File: config.mk
export PLATFORM = sky130hd
export DESIGN_NAME = flag_unit
export DESIGN_NICKNAME = d
export VERILOG_FILES = /design/src/rtl/flag_unit_pkg.sv /design/src/rtl/flag_stack.sv /design/src/rtl/flag_unit.sv
export SDC_FILE = /design/constraint.sdc
export NUM_CORES = 1
export LEC_CHECK = 0
export CORE_AREA = 2 2 50 52
export DETAILED_ROUTE_END_ITERATION = 7
export DIE_AREA = 0 0 52 54
export GPL_ROUTABILITY_DRIVEN = 0
export GPL_TIMING_DRIVEN = 0
export PLACE_DENSITY = 0.72
export SETUP_SLACK_MARGIN = 0.3
export SLEW_MARGIN = 20
export SYNTH_ARGS = -nofsm -noshare
export SYNTH_HDL_FRONTEND = slang
export SYNTH_SLANG_ARGS = --single-unit
File: constraint.sdc
create_clock -name CLK -period 2.05 [get_ports CLK]
set_clock_uncertainty 0.1 [all_clocks]
set_input_delay 0.41 -clock CLK [delete_from_list [all_inputs] [get_ports CLK]]
set_output_delay 0.41 -clock CLK [all_outputs]
set_load 0.005 [all_outputs]
File: src/rtl/flag_unit_pkg.sv
// rtl/flag_unit_pkg.sv - shared flag bit indices, widths and defaults for flag_unit
package flag_unit_pkg;
  localparam int FLAG_W            = 3;
  localparam int FLAG_Z            = 0;
  localparam int FLAG_C            = 1;
  localparam int FLAG_N            = 2;
  localparam int STK_DEPTH_DEFAULT = 4;
endpackage

File: src/rtl/flag_stack.sv
// rtl/flag_stack.sv - LIFO flag-save storage with occupancy count and registered full/empty
module flag_stack
  import flag_unit_pkg::*;
#(
  parameter int DEPTH = STK_DEPTH_DEFAULT
) (
  input  logic              i_clk,
  input  logic              i_rst,
  input  logic              i_push,
  input  logic              i_pop,
  input  logic [FLAG_W-1:0] i_din,
  output logic [FLAG_W-1:0] o_top,
  output logic              o_empty,
  output logic              o_full
);
  localparam int AW = $clog2(DEPTH);
  localparam int CW = AW + 1;

  logic [FLAG_W-1:0] r_mem [DEPTH];
  logic [CW-1:0]     r_count;
  logic              r_empty;
  logic              r_full;
  logic [CW-1:0]     w_cnt_nxt;
  logic [AW-1:0]     w_top_idx;

  // Low bits wrap to DEPTH-1 when the stack is full, which is the correct top slot.
  assign w_top_idx = r_count[AW-1:0] - AW'(1);
  assign o_top     = r_mem[w_top_idx];
  assign o_empty   = r_empty;
  assign o_full    = r_full;

  always_comb begin
    w_cnt_nxt = r_count;
    if (i_push)
      w_cnt_nxt = r_count + CW'(1);
    else if (i_pop)
      w_cnt_nxt = r_count - CW'(1);
  end

  always_ff @(posedge i_clk) begin
    if (i_rst) begin
      r_count <= '0;
      r_empty <= 1'b1;
      r_full  <= 1'b0;
    end else begin
      r_count <= w_cnt_nxt;
      r_empty <= (w_cnt_nxt == '0);
      r_full  <= (w_cnt_nxt == CW'(DEPTH));
    end
  end

  always_ff @(posedge i_clk) begin
    if (i_push)
      r_mem[r_count[AW-1:0]] <= i_din;
  end
endmodule

File: src/rtl/flag_unit.sv
// rtl/flag_unit.sv - registered Z/C/N flags with ALU update, direct load and save/restore stack
module flag_unit
  import flag_unit_pkg::*;
#(
  parameter int DATA_W    = 8,
  parameter int STK_DEPTH = STK_DEPTH_DEFAULT
) (
  input  logic              CLK,
  input  logic              RST,
  input  logic [DATA_W-1:0] ALU_RES,
  input  logic              ALU_CARRY,
  input  logic              FLAG_WE,
  input  logic              FLAG_LD,
  input  logic [FLAG_W-1:0] FLAG_IN,
  input  logic              PUSH,
  input  logic              POP,
  output logic [FLAG_W-1:0] FLAG_OUT,
  output logic              STK_EMPTY,
  output logic              STK_FULL,
  output logic              STK_ERR
);
  logic [FLAG_W-1:0] r_flags;
  logic              r_err;
  logic [FLAG_W-1:0] w_alu_flags;
  logic [FLAG_W-1:0] w_top;
  logic              w_empty;
  logic              w_full;
  logic              w_do_push;
  logic              w_do_pop;
  logic              w_err;

  assign w_alu_flags[FLAG_Z] = (ALU_RES == '0);
  assign w_alu_flags[FLAG_C] = ALU_CARRY;
  assign w_alu_flags[FLAG_N] = ALU_RES[DATA_W-1];

  // Simultaneous PUSH and POP cancel out: nothing moves and no error is raised.
  assign w_do_push = PUSH & ~POP & ~w_full;
  assign w_do_pop  = POP & ~PUSH & ~w_empty;
  assign w_err     = (PUSH & ~POP & w_full) | (POP & ~PUSH & w_empty);

  flag_stack #(
    .DEPTH (STK_DEPTH)
  ) u_stack (
    .i_clk   (CLK),
    .i_rst   (RST),
    .i_push  (w_do_push),
    .i_pop   (w_do_pop),
    .i_din   (r_flags),
    .o_top   (w_top),
    .o_empty (w_empty),
    .o_full  (w_full)
  );

  always_ff @(posedge CLK) begin
    if (RST) begin
      r_flags <= '0;
      r_err   <= 1'b0;
    end else begin
      if (w_do_pop)
        r_flags <= w_top;
      else if (FLAG_LD)
        r_flags <= FLAG_IN;
      else if (FLAG_WE)
        r_flags <= w_alu_flags;
      if (w_err)
        r_err <= 1'b1;
    end
  end

  assign FLAG_OUT  = r_flags;
  assign STK_EMPTY = w_empty;
  assign STK_FULL  = w_full;
  assign STK_ERR   = r_err;
endmodule

==> impl_metrics.toml, run 1 <==
[routing]
num_vias = 719
routed_wl_um = 2020
drc = 0
routedWlPerCell_um = 14.6
drt-pass1-iter-count = 4
viasPerCell = 5.17
antenna_left = 0
drtIter0Drc = 13

[floorplanning]
die_x_um = 52
die_y_um = 54
die_area_um2 = 2810
num_rows = 18
boundaryPins = 24
start_util_pct = 42.6
core-area_um2 = 2320

[clock_tree]
clock_latency_ns = 0.30
cts_num_sinks = 21
cts_tree = "yes"
h-tree-depth = 1
clk_path_buf_depth = 2
path_clk_slew_ns = 0.12
cts-root-buf = "clkbuf_4"
numCtsBuffers = 3

[critical_path]
cp_slowest_cell = "clkdlybuf4s50_1"
path_max_fanout = 4
worstPathCellList = "clkdlybuf4s50_1"
path_buf_inv = 1
r2r_end = "FLAG_OUT[0]$_SDFFE_PP0P_"
path_depth = 1
cpLargestDelayFamily = "buffers and inverters"
reg2reg_depth = 5
max_stage_delay_ns = 0.51
arrival_ns = 1.19
r2r_start = "u_stack.r_count[0]$_SDFF_PP0_"
crit_required_ns = 1.54
start_kind = "flop"
crit_path_end_kind = "output port"
timing.reg2reg.setup_slack_ns = 0.36
worstSetupPathType = "reg2out"

[timing]
fin_crit_sh_pct = 83.1
max_freq_mhz = 587
drv_slew = 0
worstMarginPinSlew_ns = 0.366
whs_ns = 0.357
final_hold_viol_count = 0
final-setup-viol-count = 0
fin_crit_ns = 1.70
rsz0062_at_grt = "yes"
slew_headroom_pct = 75.6

[synthesis]
ys_seq_area_share_pct = 54.7
muxShareOfSynthArea_pct = 11.9
synth_fa_ha_area_share_pct = 5.06
synth-compound-area-share_pct = 10.4
ys_warn_count = 0
synth_cell_types = 28
avgSynthCellArea_um2 = 12.2
synth_seq_cells = 21
synthesis.area_um2 = 988
yosys.area_share.simple_pct = 14.9
synth_top_family_by_area = "simple AND/OR/NAND/NOR gates"
synth_nets = 103
synthCells = 81
synthXorXnorAreaFrac_pct = 0

[power_and_ir_drop]
max-vdd-ir-drop_mv = 0.609
p_per_area_nw_per_um2 = 747
finalPower_mw = 0.983
leakage_nw = 0.506

[final_layout]
multi_input_area_um2 = 427
diodes = 0
area_growth_pct = 33.2
fin_area_um2 = 1320
regArea_um2 = 558
nets = 132
fillers = 205
final_layout_size_suffix_gt1_share_pct = 18.3

[global_routing]
grt_pass1_vias = 628
grt_usage_pct = 15.7
grt_pass1_wl_um = 3090
grt_antenna_before_repair = 0
overflow = 0
grt_start_max_net_pins = 13

[min_path]
hold_depth = 3
hp-class = "in2reg"
holdPathEnd = "STK_ERR$_SDFFE_PP0P_"
min_from = "POP"

[outcome]
status = "finished, final reports clean"

[placement]
place_area_um2 = 1250
dp_hpwl_um = 1560
port_buffers = 22

[run]
max_cap_violations = 0
## area by class of cell
type | instances | share of cell area (%)
Clock buffer | 3 | 1.71
Inverter | 5 | 1.43
Buffer | 2 | 0.856
Tap cell | 30 | 2.85
Timing Repair Buffer | 24 | 18.0
Clock inverter | 1 | 0.380
Sequential cell | 21 | 42.4
Multi-Input combinational cell | 53 | 32.4
## worst max-delay path by stage
stage	start	endpoint
6_report	u_stack.o_empty$_SDFF_PP1_	STK_EMPTY
5_1_grt	u_stack.r_count[0]$_SDFF_PP0_	FLAG_OUT[0]$_SDFFE_PP0P_
4_1_cts	u_stack.r_count[0]$_SDFF_PP0_	FLAG_OUT[0]$_SDFFE_PP0P_
3_5_place_dp	POP	u_stack.o_full$_SDFF_PP0_
3_3_place_gp	POP	u_stack.o_full$_SDFF_PP0_
2_1_floorplan	u_stack.r_count[0]$_SDFF_PP0_	FLAG_OUT[0]$_SDFFE_PP0P_
## metrics by stage
step	utilization, %	std cells	setup TNS (ns)	worst slack [ns]
after floorplan	-	81	0	0.371
final	56.7	139	0	0.347
after CTS	56.0	139	0	0.247
after global routing	56.7	139	0	0.286
after global placement	53.7	133	-0.112	-0.105
after detailed placement	53.7	133	-0.172	-0.129
## where the power goes
group          internal, mW  switching, mW
registers             0.493         0.0387
logic                 0.143          0.111
clock network        0.0727          0.124
## layer usage
layer	part of all wire, %	GRT usage, %	wire length (um)	vias up
met5	0	0	0	-
met2	53	27.2	1070	15
li1	-	-	-	357
met3	4.4	4.72	90	0
met4	0	2.63	0	0
met1	43	19.6	861	347
## placed cells by master (no fill, tap or decap)
cell	Yosys	final
dfxtp_4	0	4
nand3_1	1	1
buf_1	1	1
clkinv_2	0	1
nand2_1	6	6
and2b_1	1	1
a31oi_1	1	1
mux2i_1	5	5
mux4_2	3	3
nor3_1	1	1
buf_4	1	3
o21a_1	1	1
nor4_1	1	1
nand3b_1	1	1
or4_1	2	2
inv_1	5	5
o21ai_0	4	4
dlygate4sd2_1	0	1
and2_1	5	5
nor2_1	2	2
a22oi_2	1	1
clkdlybuf4s50_1	0	20
dfxtp_2	0	2
or3_1	1	1
dlymetal6s2s_1	0	1
ha_1	4	3
or3b_1	1	1
nor3b_2	2	1
nor3b_4	0	1
o21bai_1	1	1
a21oi_1	6	6
edfxtp_1	12	12
ha_2	0	1
clkbuf_4	0	3
o21ai_1	2	2
a311oi_1	1	1
dfxtp_1	9	3
## sequential cells by signal (all words and copies together) (netlist names)
register and flops:
u_stack.r_mem 12, FLAG_OUT 3, u_stack.r_count 3, STK_ERR 1
u_stack.o_empty 1, u_stack.o_full 1
## synthesized netlist by cell type, drive strengths merged
master | instances | share of area, %
ha | 4 | 5.1
nor3 | 1 | 0.51
a22oi | 1 | 1.3
nor2 | 2 | 0.76
nor4 | 1 | 0.63
inv | 5 | 1.9
buf | 2 | 1.1
edfxtp | 12 | 36
a311oi | 1 | 0.89
nand2 | 6 | 2.3
nand3 | 1 | 0.51
or4 | 2 | 1.5
nand3b | 1 | 0.76
and2b | 1 | 0.76
o21ai | 6 | 3.0
o21bai | 1 | 0.76
mux4 | 3 | 6.8
or3 | 1 | 0.63
mux2i | 5 | 5.1
a21oi | 6 | 3.0
nor3b | 2 | 2.5
dfxtp | 9 | 18
o21a | 1 | 0.76
or3b | 1 | 0.89
a31oi | 1 | 0.63
and2 | 5 | 3.2
## repair_timing
action	in CTS	in global routing
endpoints found under the setup margin	9	10
hold buffers	0	0
gates resized for setup	6	8
pin swaps	0	0
buffers inserted	2	0
## cell families after synthesis
family / Yosys count
buf+inv: 7
compound gates: 17
simple gates: 24
flops: 21
mux: 8
fa+ha+maj: 4
Power figures use the tool's default switching activity.
==> inputs of run 2 (changes only) <==
Clock period 2.05 ns to 1.7 ns, I/O delays scaled along.
==> impl_metrics.toml, run 2 (synthesis gave the netlist of run 1 again) <==
[timing]
max_freq_mhz = 665
whs_ns = 0.307
final-setup-viol-count = 0
fin_crit_ns = 1.50
slew_headroom_pct = 73.2
final_hold_viol_count = 0
worstMarginPinSlew_ns = 0.402
rsz0062_at_grt = "yes"
fin_crit_sh_pct = 88.5
drv_slew = 0
worst_slack_ns = 0.195

[clock_tree]
numCtsBuffers = 3
cts_tree = "yes"
clk_path_buf_depth = 2
h-tree-depth = 1
cts-root-buf = "clkbuf_4"
path_clk_slew_ns = 0.12
cts_num_sinks = 21
postCtsHoldBufs = 0
clock_latency_ns = 0.31

[final_layout]
largest_register_ffs = 12
diodes = 0
final_common_cell = "buf_4"
final_cell_count_no_fill = 155
regArea_um2 = 563
post-route-util_pct = 64.0
area_growth_pct = 50.1
nets = 148
multi_input_area_um2 = 464
final_cell_mix = "14 x buf_4, 13 x clkdlybuf4s50_1, 12 x edfxtp_1, 9 x dlygate4sd2_1"
fillers = 188
final_layout_size_suffix_gt1_share_pct = 38.4

[outcome]
status = "finished, final reports clean"

[floorplanning]
boundaryPins = 24
num_rows = 18
die_area_um2 = 2810
start_util_pct = 42.6
die_x_um = 52
die_y_um = 54
core-area_um2 = 2320

[critical_path]
path_max_fanout = 4
max_stage_delay_ns = 0.45
crit_path_end_kind = "flop"
crit_required_ns = 1.86
cpLargestDelayFamily = "simple AND/OR/NAND/NOR gates"
worstSetupPathType = "reg2reg"
start_kind = "flop"
worstPathCellList = "buf_4 -> nor3b_4 -> buf_6 -> or4_1 -> o21ai_2 -> and2_1"
path_buf_inv = 2
cp_slowest_cell = "or4_1"
arrival_ns = 1.66
timing.reg2reg.setup_slack_ns = 0.20

[global_routing]
overflow = 0
grt_usage_pct = 17.5
grt_start_max_net_pins = 13
grt_pass1_wl_um = 3470
grt_antenna_before_repair = 0
grt_pass1_vias = 776

[routing]
routed_wl_um = 2390
num_vias = 782
antenna_left = 0
drt-pass1-iter-count = 4
routedWlPerCell_um = 15.4
drc = 0
drtIter0Drc = 12
viasPerCell = 5.05

[placement]
post-place-ws_ns = -0.385
dp_hpwl_um = 1560
placedCellCount = 133
port_buffers = 22

[power_and_ir_drop]
p_per_area_nw_per_um2 = 895
leakage_nw = 0.616
finalPower_mw = 1.33
max-vdd-ir-drop_mv = 0.603

[min_path]
hp-class = "in2reg"

[run]
max_cap_violations = 0
-- run 2: cell count changes in the layout (fill, tap and decap cells not counted), sizes merged --
cell,delta
dlymetal6s2s,-1
clkdlybuf4s50,-7
buf,+16
dlygate4sd2,+8
-- run 2: worst paths after layout --
check / cells past startpoint / endpoint / start
hold reg to reg: 2 / STK_ERR$_SDFFE_PP0P_ / STK_ERR$_SDFFE_PP0P_
setup / recovery: 6 / u_stack.o_full$_SDFF_PP0_ / u_stack.o_empty$_SDFF_PP1_
setup reg to reg: 6 / u_stack.o_full$_SDFF_PP0_ / u_stack.o_empty$_SDFF_PP1_
hold / removal: 2 / STK_ERR$_SDFFE_PP0P_ / RST
-- run 2: through the flow --
step	TNS, ns	instance area (um^2)
floorplan	0	1010
global placement	-3.86	1270
detailed placement	-3.82	1270
CTS	0	1400
global route	0	1480
finish	0	1480
-- run 2: where the power goes --
part           internal (mW)  switching [mW]
combinational          0.253           0.199
clock                 0.0880           0.155
sequential             0.599          0.0341
total                  0.940           0.389
-- run 2: layout make-up --
class / instances / area share, %
Sequential cell: 21 / 37.9
Tap cell: 30 / 2.53
Timing Repair Buffer: 40 / 23.8
Clock inverter: 1 / 0.337
Buffer: 2 / 1.01
Clock buffer: 3 / 1.52
Multi-Input combinational cell: 53 / 31.3
Inverter: 5 / 1.60
-- run 2: repair_timing --
item	CTS	global route
buffers inserted	12	5
pin swaps	5	5
gates cloned	0	1
gates resized for setup	22	14
endpoints found under the setup margin	26	20
-- run 2: metal layers --
layer	track usage, %	vias to the layer above	part of all wire [%]
met5	0	-	0
met4	7.46	0	1.4
met3	5.28	5	2.8
met2	30.6	16	54
met1	19.9	374	41
li1	-	387	-
==> inputs of run 3 (changes only) <==
Settings changed: CORE_AREA 2 2 50 52 to 2 2 45 58, DIE_AREA 0 0 52 54 to 0 0 47 60, PLACE_DENSITY 0.72 to 0.71.
==> impl_metrics.toml, run 3 (synthesis gave the netlist of run 1 again) <==
[outcome]
status = "finished, final reports clean"

[floorplanning]
die_y_um = 60
die_area_um2 = 2820
die_x_um = 47
core-area_um2 = 2300
boundaryPins = 24
num_rows = 20
start_util_pct = 42.9

[critical_path]
arrival_ns = 1.59
crit_start = "u_stack.o_full$_SDFF_PP0_"
path_max_fanout = 8
crit_path_end_kind = "flop"
start_kind = "flop"
crit_required_ns = 1.81
r2r_start = "u_stack.o_full$_SDFF_PP0_"
worstSetupPathType = "reg2reg"

[global_routing]
overflow = 0
grt_usage_pct = 16.6
grt_start_max_net_pins = 12
grt_pass1_wl_um = 3250
grt_pass1_vias = 757
grt_antenna_before_repair = 0

[final_layout]
area_growth_pct = 49.9
final_layout_size_suffix_gt1_share_pct = 37.1
fillers = 199
nets = 147
largest_register_ffs = 12
post-route-util_pct = 64.3
final_cell_mix = "13 x clkdlybuf4s50_1, 13 x buf_4, 12 x edfxtp_1, 8 x dlygate4sd2_1"
diodes = 0
fin_area_um2 = 1480

[routing]
wl_met3_um = 58
drt-pass1-iter-count = 4
drc = 0
wl_met2_um = 1230
wl_met1_um = 861
viasPerCell = 5.02
top_layer = "met4"
num_vias = 788
drtIter0Drc = 7
routed_wl_um = 2170
routedWlPerCell_um = 13.8
antenna_left = 0

[timing]
worstMarginPinSlew_ns = 0.475
slew_headroom_pct = 68.3
fin_crit_ns = 1.48
rsz0062_at_grt = "yes"
final-setup-viol-count = 0
final_hold_viol_count = 0
drv_slew = 0
max_freq_mhz = 676
fin_crit_sh_pct = 87.0
worst_slack_ns = 0.220

[power_and_ir_drop]
seqPwrFrac_pct = 47.8
netSwitchingFraction_pct = 28.1
power_frac_clock_pct = 18.7
max-vdd-ir-drop_mv = 0.683
p_switching_mw = 0.369
leakage_nw = 0.612
p_per_area_nw_per_um2 = 886
finalPower_mw = 1.31
p_comb_share_pct = 33.6
p_int_mw = 0.943

[placement]
port_buffers = 22
post-place-ws_ns = -0.409
dp_hpwl_um = 1480
place_area_um2 = 1270

[clock_tree]
cts_num_sinks = 21
h-tree-depth = 1
cts_tree = "yes"
clk_path_buf_depth = 2
clock_latency_ns = 0.30
cts-root-buf = "clkbuf_4"
path_clk_slew_ns = 0.12
numCtsBuffers = 3

[min_path]
min_from = "RST"
hp-class = "in2reg"

[run]
max_cap_violations = 0
## run 3: repair_timing
item | CTS | global route
hold buffers | 0 | 0
setup buffers | 12 | 5
setup endpoints to repair | 26 | 20
gates resized for setup | 19 | 15
pin swaps | 4 | 5
## run 3: area by class of cell
cell class                 instances  area [um^2]  share of cell area, %
inverter                           5         21.3                   1.44
sequential                        21          561                   37.8
tap                               33         41.3                   2.79
buffer                             2         15.0                   1.01
clock buffer                       4         26.3                   1.77
timing repair buffer              39          355                   24.0
multi-input combinational         53          462                   31.2
## run 3: path summary, 6_finish.rpt
kind	to	slack, ns	cells after the start
worst min register to register	u_stack.r_mem[3][2]$_DFFE_PP_	0.37	0
worst min-delay path	FLAG_OUT[2]$_SDFFE_PP0P_	0.34	2
worst max-delay path	u_stack.o_full$_SDFF_PP0_	0.22	7
worst max register to register	u_stack.o_full$_SDFF_PP0_	0.22	7
## run 3: critical path, stage by stage, from the launching register on
cell and delay (ns):
dfxtp_2 0.34, buf_6 0.12, nor3b_4 0.18, buf_6 0.15, a22oi_2 0.08, mux2i_1 0.21
inv_1 0.07, and2_1 0.13
## run 3: stage by stage
step           std cells  hold slack (ns)  TNS [ns]
2_1_floorplan         81            0.398         0
3_3_place_gp         136            0.401     -4.10
3_5_place_dp         136            0.412     -4.34
4_1_cts              152            0.316         0
5_1_grt              157            0.367         0
6_report             157            0.340         0
## run 3: per-layer routing
layer | GRT usage, % | up-vias
met3 | 2.72 | 3
met2 | 29.4 | 17
met5 | 0 | -
met4 | 5.95 | 0
met1 | 19.4 | 380
li1 | - | 388
## run 3: power groups by stage
| stage | logic, mW | registers (mW) | clock network (mW) |
|---|---|---|---|
| 2_1_floorplan | 0.195 | 0.640 | 0 |
| 3_3_place_gp | 0.314 | 0.648 | 0 |
| 3_5_place_dp | 0.318 | 0.649 | 0 |
| 4_1_cts | 0.399 | 0.624 | 0.248 |
| 5_1_grt | 0.477 | 0.631 | 0.270 |
| 6_report | 0.441 | 0.627 | 0.245 |
